[src/rtl/p405s_timertsrtcr_pkg.sv]
// Shared timer definitions: SPR numbers, TCR/TSR field positions and WRC encodings.
// Field positions use big-endian numbering: bit 0 is the MSB of the 32-bit SPR.
package p405s_timertsrtcr_pkg;

    localparam logic [0:9] TCR_SPRN = 10'h3DA;  // 986
    localparam logic [0:9] TSR_SPRN = 10'h3D8;  // 984

    // TCR field start bits (two-bit fields occupy start and start+1)
    localparam int TCR_WP  = 0;
    localparam int TCR_WRC = 2;
    localparam int TCR_WIE = 4;
    localparam int TCR_FP  = 6;
    localparam int TCR_FIE = 8;

    // TSR field start bits
    localparam int TSR_ENW = 0;
    localparam int TSR_WIS = 1;
    localparam int TSR_WRS = 2;
    localparam int TSR_FIS = 5;

    // Watchdog reset control encodings
    localparam logic [0:1] WRC_NONE = 2'b00;
    localparam logic [0:1] WRC_CORE = 2'b01;
    localparam logic [0:1] WRC_CHIP = 2'b10;
    localparam logic [0:1] WRC_SYS  = 2'b11;

endpackage

[src/rtl/p405s_timertsrtcr_tsr_bit.sv]
// Single write-one-to-clear status bit; a hardware set in the same cycle as a
// software clear wins, so an event is never lost to a racing clear.
module p405s_timertsrtcr_tsr_bit (
    input  logic clk,
    input  logic rst,
    input  logic hw_set,
    input  logic sw_clr,
    output logic q
);

    // Set has priority over clear; reset clears.
    always_ff @(posedge clk) begin
        if (rst)
            q <= 1'b0;
        else if (hw_set)
            q <= 1'b1;
        else if (sw_clr)
            q <= 1'b0;
    end

endmodule

[src/rtl/p405s_timertsrtcr.sv]
// Timer Control Register and Timer Status Register for the 405 timer unit.
// Serves mtspr/mfspr, feeds the watchdog/FIT equations stage and raises the
// watchdog and FIT interrupt requests.
module p405s_timertsrtcr
    import p405s_timertsrtcr_pkg::*;
(
    input  logic        CB,
    input  logic        resetCore,
    input  logic        sprWrEn,
    input  logic        sprRdEn,
    input  logic [0:9]  sprNum,
    input  logic [0:31] sprWrData,
    output logic [0:31] sprRdData,
    output logic        sprRdVld,
    input  logic        wdPulse,
    input  logic        hwSetWdIntrp,
    input  logic        hwSetWdRst,
    input  logic        hwSetFitStatus,
    output logic        enableNxtWdTic,
    output logic        wdIntrpBit,
    output logic [0:1]  wdRstType,
    output logic [0:1]  wdTapSel,
    output logic [0:1]  fitTapSel,
    output logic        TIM_wdIntrp,
    output logic        TIM_fitIntrp
);

    logic [0:1]  wp, wrc, fp, wrs;
    logic        wie, fie;
    logic        enw, wis, fis;
    logic        tcr_wr, tsr_wr, tcr_sel, tsr_sel;
    logic [0:31] tcr_val, tsr_val, rd_val;
    logic        unused_wr_bits;

    assign tcr_sel = (sprNum == TCR_SPRN);
    assign tsr_sel = (sprNum == TSR_SPRN);
    assign tcr_wr  = sprWrEn && tcr_sel;
    assign tsr_wr  = sprWrEn && tsr_sel;

    // Bits 9..31 are reserved in both registers
    assign unused_wr_bits = ^sprWrData[9:31];

    // TCR: plain fields load on write; WRC only ever accumulates ones until reset
    always_ff @(posedge CB) begin
        if (resetCore) begin
            wp  <= 2'b00;
            wrc <= WRC_NONE;
            wie <= 1'b0;
            fp  <= 2'b00;
            fie <= 1'b0;
        end else if (tcr_wr) begin
            wp  <= sprWrData[TCR_WP +: 2];
            wrc <= wrc | sprWrData[TCR_WRC +: 2];
            wie <= sprWrData[TCR_WIE];
            fp  <= sprWrData[TCR_FP +: 2];
            fie <= sprWrData[TCR_FIE];
        end
    end

    // TSR single-bit fields. ENW only sets from 0, so gating by ~enw keeps a
    // tic on an already-enabled watchdog from overriding a software clear.
    p405s_timertsrtcr_tsr_bit u_enw (
        .clk    (CB),
        .rst    (resetCore),
        .hw_set (wdPulse && !enw),
        .sw_clr (tsr_wr && sprWrData[TSR_ENW]),
        .q      (enw)
    );

    p405s_timertsrtcr_tsr_bit u_wis (
        .clk    (CB),
        .rst    (resetCore),
        .hw_set (hwSetWdIntrp),
        .sw_clr (tsr_wr && sprWrData[TSR_WIS]),
        .q      (wis)
    );

    p405s_timertsrtcr_tsr_bit u_fis (
        .clk    (CB),
        .rst    (resetCore),
        .hw_set (hwSetFitStatus),
        .sw_clr (tsr_wr && sprWrData[TSR_FIS]),
        .q      (fis)
    );

    // WRS captures the pre-write WRC on a watchdog reset; otherwise per-bit W1C
    always_ff @(posedge CB) begin
        if (resetCore)
            wrs <= WRC_NONE;
        else if (hwSetWdRst && (wrc != WRC_NONE))
            wrs <= wrc;
        else if (tsr_wr)
            wrs <= wrs & ~sprWrData[TSR_WRS +: 2];
    end

    // Assemble architected register images from the current (pre-update) state
    always_comb begin
        tcr_val = '0;
        tcr_val[TCR_WP +: 2]  = wp;
        tcr_val[TCR_WRC +: 2] = wrc;
        tcr_val[TCR_WIE]      = wie;
        tcr_val[TCR_FP +: 2]  = fp;
        tcr_val[TCR_FIE]      = fie;

        tsr_val = '0;
        tsr_val[TSR_ENW]      = enw;
        tsr_val[TSR_WIS]      = wis;
        tsr_val[TSR_WRS +: 2] = wrs;
        tsr_val[TSR_FIS]      = fis;
    end

    // Read mux; unknown SPR numbers return zero
    always_comb begin
        rd_val = '0;
        if (tcr_sel)
            rd_val = tcr_val;
        else if (tsr_sel)
            rd_val = tsr_val;
    end

    // Registered read return, one cycle after the strobe
    always_ff @(posedge CB) begin
        if (resetCore) begin
            sprRdData <= '0;
            sprRdVld  <= 1'b0;
        end else begin
            sprRdData <= sprRdEn ? rd_val : 32'h0;
            sprRdVld  <= sprRdEn;
        end
    end

    assign enableNxtWdTic = enw;
    assign wdIntrpBit     = wis;
    assign wdRstType      = wrc;
    assign wdTapSel       = wp;
    assign fitTapSel      = fp;
    assign TIM_wdIntrp    = wis && wie;
    assign TIM_fitIntrp   = fis && fie;

endmodule

[config.mk]
export PLATFORM = sky130hd
export DESIGN_NAME = p405s_timertsrtcr
export DESIGN_NICKNAME = d
export VERILOG_FILES = /design/src/rtl/p405s_timertsrtcr_pkg.sv /design/src/rtl/p405s_timertsrtcr_tsr_bit.sv /design/src/rtl/p405s_timertsrtcr.sv
export SDC_FILE = /design/constraint.sdc
export NUM_CORES = 1
export LEC_CHECK = 0
export ABC_AREA = 1
export ABC_CLOCK_PERIOD_IN_PS = 2300
export CAP_MARGIN = 25
export CORE_MARGIN = 10
export CORE_UTILIZATION = 34
export DETAILED_ROUTE_END_ITERATION = 10
export PLACE_DENSITY = 0.88
export SYNTH_ARGS = -nofsm -noshare
export SYNTH_HDL_FRONTEND = slang
export SYNTH_SLANG_ARGS = --single-unit
export TNS_END_PERCENT = 20
[constraint.sdc]
create_clock -name CB -period 2.3 [get_ports CB]
set_input_delay 0.345 -clock CB [delete_from_list [all_inputs] [get_ports CB]]
set_output_delay 0.345 -clock CB [all_outputs]
set_load 0.01 [all_outputs]
---- Yosys cells after proc, flatten, opt, wreduce, memory -nomap -nowiden ----
Cells that the tools add are included.
cells by class
  reductions and logical operators ........ 18
  shift-type cells ........................ 0
  $lt $le $gt $ge ......................... 0
  equality and inequality tests ........... 2
  div/mod/pow operators ................... 0
  add/sub/neg operators ................... 0
  muxes and demuxes ....................... 10
  bitwise operators ....................... 5
  multipliers ............................. 0
operator list
  cell                                    count
  2-to-1 mux 32 bit                       2
  == test 10 bit (second input constant)  2
  nonzero test 2 bit                      5
  logical AND 1 bit                       9
  2-to-1 mux 1 bit                        6
  2-to-1 mux 2 bit                        2
  OR reduction 4 bit                      1
  OR reduction 3 bit                      1
  AND 2 bit                               1
  inverter 1 bit                          2
  inverter 2 bit                          1
  OR 2 bit                                1
  OR reduction 2 bit                      1
  logical NOT 1 bit                       1
storage, ports and cells
  bits in read-only memories .............. 0
  flip-flop bits (word level) ............. 46
  bits in latches ......................... 0
  memories kept ........................... 0
  memory bits (writable) .................. 0

---- Logic depth before layout (Yosys ltp) ----
Gate-level depths: netlist of run 1.
  depth in word-level cells ............... 5
  mapped depth ............................ 8

---- Cells and area by module ----
From an unflattened synthesis of run 1, not the netlist that was laid out.
second synthesis, totals
  cells, all modules ...................... 160
  area total of the unflattened synthesis .. 1162.4 um^2
modules (own cells, without submodules)
  module                     area each (um^2)  cells each  seq. area each (um^2)  instances
  p405s_timertsrtcr          1042.2            145         400.4                  1
  p405s_timertsrtcr_tsr_bit  40.0              5           20.0                   3

---- Least setup slack after synthesis of run 1 ----
No wires, ideal clock.
  path kind ............................... input-to-reg
  start point ............................. input port sprNum[5] (netlist name)
  end point ............................... register fie
  path buffers ............................ 0
  data required time ...................... 2.184 ns
  path slack .............................. 1.194 ns
  data arrival time ....................... 0.990 ns
  library setup time ...................... 0.116 ns
  stages on the path ...................... 7
  cells stage by stage .................... inv_1 > nor2_2 > nand2_2 > nor2_8 > nand3_4 > o21ai_0 > nor2_1
on the way
  word-level cells in the longest chain between the ends .. 2
RTL lines
  what                  RTL line                 source
  from (decl)           p405s_timertsrtcr.sv:11  input logic [0:9] sprNum,
  == test 10 bit        p405s_timertsrtcr.sv:35  assign tcr_sel = (sprNum == TCR_SPRN);
  logical AND 1 bit     p405s_timertsrtcr.sv:37  assign tcr_wr = sprWrEn && tcr_sel;
  to (signal assigned)  p405s_timertsrtcr.sv:56  fie <= sprWrData[TCR_FIE];
  to (decl)             p405s_timertsrtcr.sv:29  logic wie, fie;
No other way between the ends.
A chain may end at the register's enable or synchronous reset.

---- Final worst setup path of run 1 ----
  start point ............................. register u_wis.q
  end point ............................... output port TIM_wdIntrp
on the way
  word-level cells in the longest chain between the ends .. 1
RTL lines
  what                    RTL line                         source
  from (decl)             p405s_timertsrtcr_tsr_bit.sv:8   output logic q
  from (signal assigned)  p405s_timertsrtcr_tsr_bit.sv:14  q <= 1'b0;
  from (signal assigned)  p405s_timertsrtcr_tsr_bit.sv:16  q <= 1'b1;
  from (signal assigned)  p405s_timertsrtcr_tsr_bit.sv:18  q <= 1'b0;
  logical AND 1 bit       p405s_timertsrtcr.sv:137         assign TIM_wdIntrp = wis && wie;
  to (decl)               p405s_timertsrtcr.sv:24          output logic TIM_wdIntrp,
No other way between the ends.

==> flow_summary.toml, run 1 <==
[drt]
drc_errors = 0
dr_total_vias = 912
finalWirelength_um = 2830
ant_nets = 0
drt_iter0_markers = 65
detailedRoute.firstPassIterationCount = 4
detail_route.vias_per_cell = 3.90
wl_cell_um = 12.1

[clocking]
numCtsBuffers = 3
post_cts_resize_count = 0
holdBufCountCts = 0
clk_latency_ns = 0.32
cts.path.max_buffers = 2
cts_setup_buffers = 0
htree_num_levels = 1
tritoncts = "built"
path_clk_slew_ns = 0.13
clock_sink_count = 23
cts.root.buffer_cell = "clkbuf_4"

[synthesis]
ys_types = 19
netlist_area_um2 = 1110
ys.warnings.count = 0
synth_cells = 142
synth_sequential_area_ratio_pct = 41.5
synth_top_cell_by_area = "dfxtp_1"
flip_flop_and_latch_count_after_synthesis = 23
synth.top_cells.by_area = "dfxtp_1 42%, buf_4 16%, inv_1 8.1%"
avgSynthCellArea_um2 = 7.81
synthDominantCellAreaShare_pct = 41.5

[placement]
dpl-instance-area_um2 = 1530
numPlacedInstances = 230
dp_slack_ns = 0.570
gp_congestion = 0.735
buffer_ports.inserted = 46
place_hpwl_um = 2330

[die]
floorplan.die_area_um2 = 5940
placementRows = 20
floorplan.initialDensity_pct = 36.0
chipHeight_um = 77.1
fp.dieW_um = 77.1
core_region_area_um2 = 3080
io_pins = 93

[global_route]
antenna_violations_before_repair = 0
leftover_overflow_at_the_end_of_global_routing = 0
via_count_of_the_first_global_routing_pass = 973
grt_pass1_wl_um = 4500
grtUsageTotal_pct = 9.36
grt_max_degree = 14

[pwr]
cell_pwr_density_nw_per_um2 = 446
cellLeakagePower_nw = 0.649
irDropWorstVdd_mv = 0.152

[final_layout]
post-route-cell-area_um2 = 1560
ratio_of_cells_with_drive_above_1_in_the_final_layout_pct = 9.47
fill_cells = 313
fin_nets = 241
instances_no_fill = 234
area_growth_pct = 40.4
antenna_cells = 0

[timing]
setup_viol = 0
fmaxAchievable_mhz = 588
final_report_hold_violation_count = 0
timing.hold.ws_ns = 0.453
rsz_0062_raised_after_global_routing = "false"
layout_setup_ws_ns = 0.601
share_of_the_clock_period_used_by_the_worst_path_pct = 73.9
drv_slew = 0
final.setup_skew_ns = 0.00845
fin_tns_setup_ns = 0
period_needed_ns = 1.70

[critical_path]
rr_worst_depth = 5
setup.worst_path.start_class = "flip-flop"
arrival_ns = 1.35
end_kind = "primary output"
crit_fanout = 4
timing.critical_path.slowest_cell_delay_ns = 0.53
worstPathRequired_ns = 1.96
timing.critical_path.cells = "nand2_1 -> inv_1 -> clkdlybuf4s50_1"
critical_path_class = "reg -> out"
slowest_stage = "clkdlybuf4s50_1"

[hold_path]
timing.hold.worst_path_depth = 2
timing.hold.worst.class = "reg -> reg"

[outcome]
outcome = "complete, no violations"

[flow_run]
drv.max_cap_violation_count = 0
[cell usage after synthesis]
cell type	instances
nand2_1	14
conb_1	1
nor2_1	22
a21oi_2	2
inv_1	24
nand2_2	3
nand3_1	1
nand4_1	4
clkinv_4	1
nor2_8	1
buf_4	23
nand3_2	3
buf_2	1
o21ai_0	7
a21oi_1	4
nor2_2	3
dfxtp_1	23
nand3_4	1
o22ai_1	4
[per-stage QoR]
stage / total power [mW] / util, %
after floorplan: 0.484 / -
after global placement: 0.513 / 49.7
after detailed placement: 0.514 / 49.7
after CTS: 0.695 / 50.6
after global routing: 0.727 / 50.6
final: 0.693 / 50.6
[final cells by class]
class | count | area [µm²] | share of cell area [%]
repair buffers | 46 | 460 | 29.6
clock inverters | 1 | 5.00 | 0.322
clock buffers | 3 | 22.5 | 1.45
inverters | 25 | 98.8 | 6.35
well taps | 44 | 55.1 | 3.54
multi-input cells | 92 | 454 | 29.2
flip-flops and latches | 23 | 460 | 29.6
[state kept, by name (all words and copies together) (netlist names)]
register	flops
u_wis.q	1
sprRdVld	1
u_enw.q	1
fitTapSel	2
wdRstType	2
u_fis.q	1
fie	1
wrs	2
wie	1
wdTapSel	2
sprRdData	9
[worst paths after layout]
check | startpoint | end | slack [ns]
hold / removal | fitTapSel[1]$_SDFFE_PP0P_ | sprRdData[7]$_SDFF_PP0_ | 0.45
setup / recovery | u_wis.q$_SDFFE_PP0P_ | TIM_wdIntrp | 0.60
hold reg to reg | fitTapSel[1]$_SDFFE_PP0P_ | sprRdData[7]$_SDFF_PP0_ | 0.45
setup reg to reg | wdRstType[0]$_SDFFE_PP0P_ | wrs[0]$_SDFFE_PP0P_ | 1.43
[layer usage]
metal	routed length [µm]	global-route usage (%)	vias to the layer above
met5	0	0	-
li1	-	-	483
met3	230	4.20	4
met2	1380	15.7	39
met1	1180	9.81	386
met4	38	4.38	0
[worst max-delay path, delay by kind of cell, from the launching register on]
family	cells	cell delay [ns]
buffers and inverters	2	0.58
AND/OR/NAND/NOR	1	0.07
flip-flops	1	0.40
[placed cells by master, fill, tap and decap left out, drive strengths merged]
cell type | Yosys | final
inv | 24 | 24
clkinv | 1 | 2
o21ai | 7 | 7
o22ai | 4 | 4
clkdlybuf4s50 | 0 | 46
clkbuf | 0 | 3
nor2 | 26 | 26
conb | 1 | 23
dfxtp | 23 | 23
nand4 | 4 | 4
a21oi | 6 | 6
nand2 | 17 | 17
nand3 | 5 | 5
[report_power, final]
| part | switching (mW) | leakage (nW) | internal [mW] | total, mW |
|---|---|---|---|---|
| logic | 0.0485 | 0.445 | 0.0515 | 0.100 |
| registers | 0.00380 | 0.186 | 0.403 | 0.407 |
| clock network | 0.121 | 0.0177 | 0.0651 | 0.187 |
[kinds of logic after synthesis]
| group | share of synthesized area (%) |
|---|---|
| flip-flops | 41.5 |
| other | 0.338 |
| AO/OA/AOI/OAI | 8.80 |
| buffers and inverters | 24.9 |
| AND/OR/NAND/NOR | 24.4 |
(Power assumes the default switching activity.)
==> inputs of run 2 (changes only) <==
--- a/config.mk
+++ b/config.mk
@@ -6,12 +6,12 @@
 export NUM_CORES = 1
 export LEC_CHECK = 0
 export ABC_AREA = 1
-export ABC_CLOCK_PERIOD_IN_PS = 2300
+export ABC_CLOCK_PERIOD_IN_PS = 1800
 export CAP_MARGIN = 25
 export CORE_MARGIN = 10
-export CORE_UTILIZATION = 34
+export CORE_UTILIZATION = 32
 export DETAILED_ROUTE_END_ITERATION = 10
-export PLACE_DENSITY = 0.88
+export PLACE_DENSITY = 0.83
 export SYNTH_ARGS = -nofsm -noshare
 export SYNTH_HDL_FRONTEND = slang
 export SYNTH_SLANG_ARGS = --single-unit
==> constraint.sdc (replaced) <==
create_clock -name CB -period 1.8 [get_ports CB]
set_input_delay 0.27 -clock CB [delete_from_list [all_inputs] [get_ports CB]]
set_output_delay 0.27 -clock CB [all_outputs]
set_load 0.01 [all_outputs]
==> run 2 against run 1 <==
- largest cell class is now buffers
- non-clock buffer count grew 2
- cell count up 1.7%
- via count is 0.88% higher
- register-to-register slack got worse by 0.46 ns
- hold slack got worse by 0.0024 ns
- clock power increased by 27%
- sequential share of layout area fell by 0.33 points
- critical path type unchanged
- clock skew fell by 0.0010 ns
- utilization fell by 3.4 points
- count of clock-buffer cells in the layout did not move
- critical path depth unchanged
- routed wire length shrank 0.71%
==> flow_summary.toml, run 2 (synthesis gave the netlist of run 1 again) <==
[critical_path]
slowest_stage = "clkdlybuf4s50_1"
timing.critical_path.cells = "nand2_1 -> inv_1 -> clkdlybuf4s50_1"
end_kind = "primary output"
cp.buffers_inverters = 2
r2r_setup_slack_ns = 0.97
crit_fanout = 4
kind_of_cell_adding_the_most_delay_to_the_critical_path = "buffers and inverters"
critical_path_class = "reg -> out"
setup.worst_path.start_class = "flip-flop"
worstPathRequired_ns = 1.53
timing.critical_path.slowest_cell_delay_ns = 0.53
arrival_ns = 1.35

[global_route]
grtUsageTotal_pct = 8.93
leftover_overflow_at_the_end_of_global_routing = 0
grt_max_degree = 14
antenna_violations_before_repair = 0
via_count_of_the_first_global_routing_pass = 955
grt_pass1_wl_um = 4460

[die]
floorplan.die_area_um2 = 6220
placementRows = 21
io_pins = 93
floorplan.initialDensity_pct = 33.2
fp.dieW_um = 78.9
chipHeight_um = 78.9
core_region_area_um2 = 3340

[final_layout]
final-seq-area_um2 = 460
ratio_of_cells_with_drive_above_1_in_the_final_layout_pct = 10.4
antenna_cells = 0
most_used_cells_in_the_layout_excluding_fill_and_tap_cells = "46 x clkdlybuf4s50_1, 24 x inv_1, 23 x conb_1, 23 x dfxtp_1, 22 x nor2_1"
utilization_pct = 47.2
instances_no_fill = 238
fin_nets = 243
most_common_library_cell_in_the_layout_ignoring_fill_and_taps = "clkdlybuf4s50_1"
area_growth_pct = 42.0
fill_cells = 335
largest_reg_flops = 9
multi_input_area_um2 = 454
registers.top_by_ff_count = "sprRdData"

[clocking]
clock_sink_count = 23
cts.path.max_buffers = 2
clk_latency_ns = 0.31
cts.root.buffer_cell = "clkbuf_4"
htree_num_levels = 1
numCtsBuffers = 3
cts_setup_buffers = 0
holdBufCountCts = 0
path_clk_slew_ns = 0.13
tritoncts = "built"
post_cts_resize_count = 0

[timing]
drv_slew = 0
setup_viol = 0
rsz_0062_raised_after_global_routing = "false"
layout_setup_ws_ns = 0.177
final.setup_skew_ns = 0.00745
period_needed_ns = 1.62
share_of_the_clock_period_used_by_the_worst_path_pct = 90.2
fmaxAchievable_mhz = 616
final_report_hold_violation_count = 0
fin_tns_setup_ns = 0

[drt]
drc_errors = 0
wl_cell_um = 11.8
detailedRoute.firstPassIterationCount = 4
drt_iter0_markers = 68
dr_total_vias = 920
detail_route.vias_per_cell = 3.87
ant_nets = 0
finalWirelength_um = 2810

[placement]
dp_slack_ns = 0.168
gp_congestion = 0.764
buffer_ports.inserted = 46
place_hpwl_um = 2390
numPlacedInstances = 234

[pwr]
cell_pwr_density_nw_per_um2 = 564
total_power_uw = 887
cellLeakagePower_nw = 0.659
irDropWorstVdd_mv = 0.222

[outcome]
outcome = "complete, no violations"

[hold_path]
timing.hold.worst.class = "reg -> reg"

[flow_run]
drv.max_cap_violation_count = 0
-- run 2: area by class of cell --
class	count	share of cell area [%]
multi-input combinational	92	28.9
sequential	23	29.3
clock buffer	3	1.43
inverter	25	6.28
timing repair buffer	48	30.2
clock inverter	1	0.318
tap	46	3.66
-- run 2: metal layers --
| layer | vias to the layer above | global-route usage (%) | share of wire, % |
|---|---|---|---|
| li1 | 491 | - | - |
| met1 | 384 | 9.41 | 39 |
| met2 | 41 | 15.0 | 50 |
| met3 | 4 | 3.94 | 9.2 |
| met4 | 0 | 4.30 | 1.8 |
| met5 | - | 0 | 0 |
-- run 2: path summary, 6_finish.rpt --
path | startpoint | to | cells after the start
hold reg to reg | wie$_SDFFE_PP0P_ | sprRdData[4]$_SDFF_PP0_ | 2
setup reg to reg | wdRstType[0]$_SDFFE_PP0P_ | wrs[0]$_SDFFE_PP0P_ | 5
hold / removal | wie$_SDFFE_PP0P_ | sprRdData[4]$_SDFF_PP0_ | 2
setup / recovery | u_wis.q$_SDFFE_PP0P_ | TIM_wdIntrp | 3
-- run 2: power by group --
part / leakage (nW) / switching [mW] / internal (mW)
registers: 0.186 / 0.00480 / 0.515
logic: 0.455 / 0.0627 / 0.0683
clock network: 0.0177 / 0.153 / 0.0831
total: 0.659 / 0.221 / 0.666
-- run 2: per-stage QoR --
stage / area, µm² / hold WS [ns]
6_report: 1570 / 0.451
3_5_place_dp: 1550 / 0.436
4_1_cts: 1570 / 0.454
2_1_floorplan: 1190 / 0.404
3_3_place_gp: 1550 / 0.431
5_1_grt: 1570 / 0.479
-- run 2: worst reg2reg max path, stage by stage (launching register included) --
cell	delay (ns)
dfxtp_1	0.35
nand2_1	0.09
nand2_1	0.07
nor2_1	0.09
nand2_1	0.06
a21oi_1	0.12
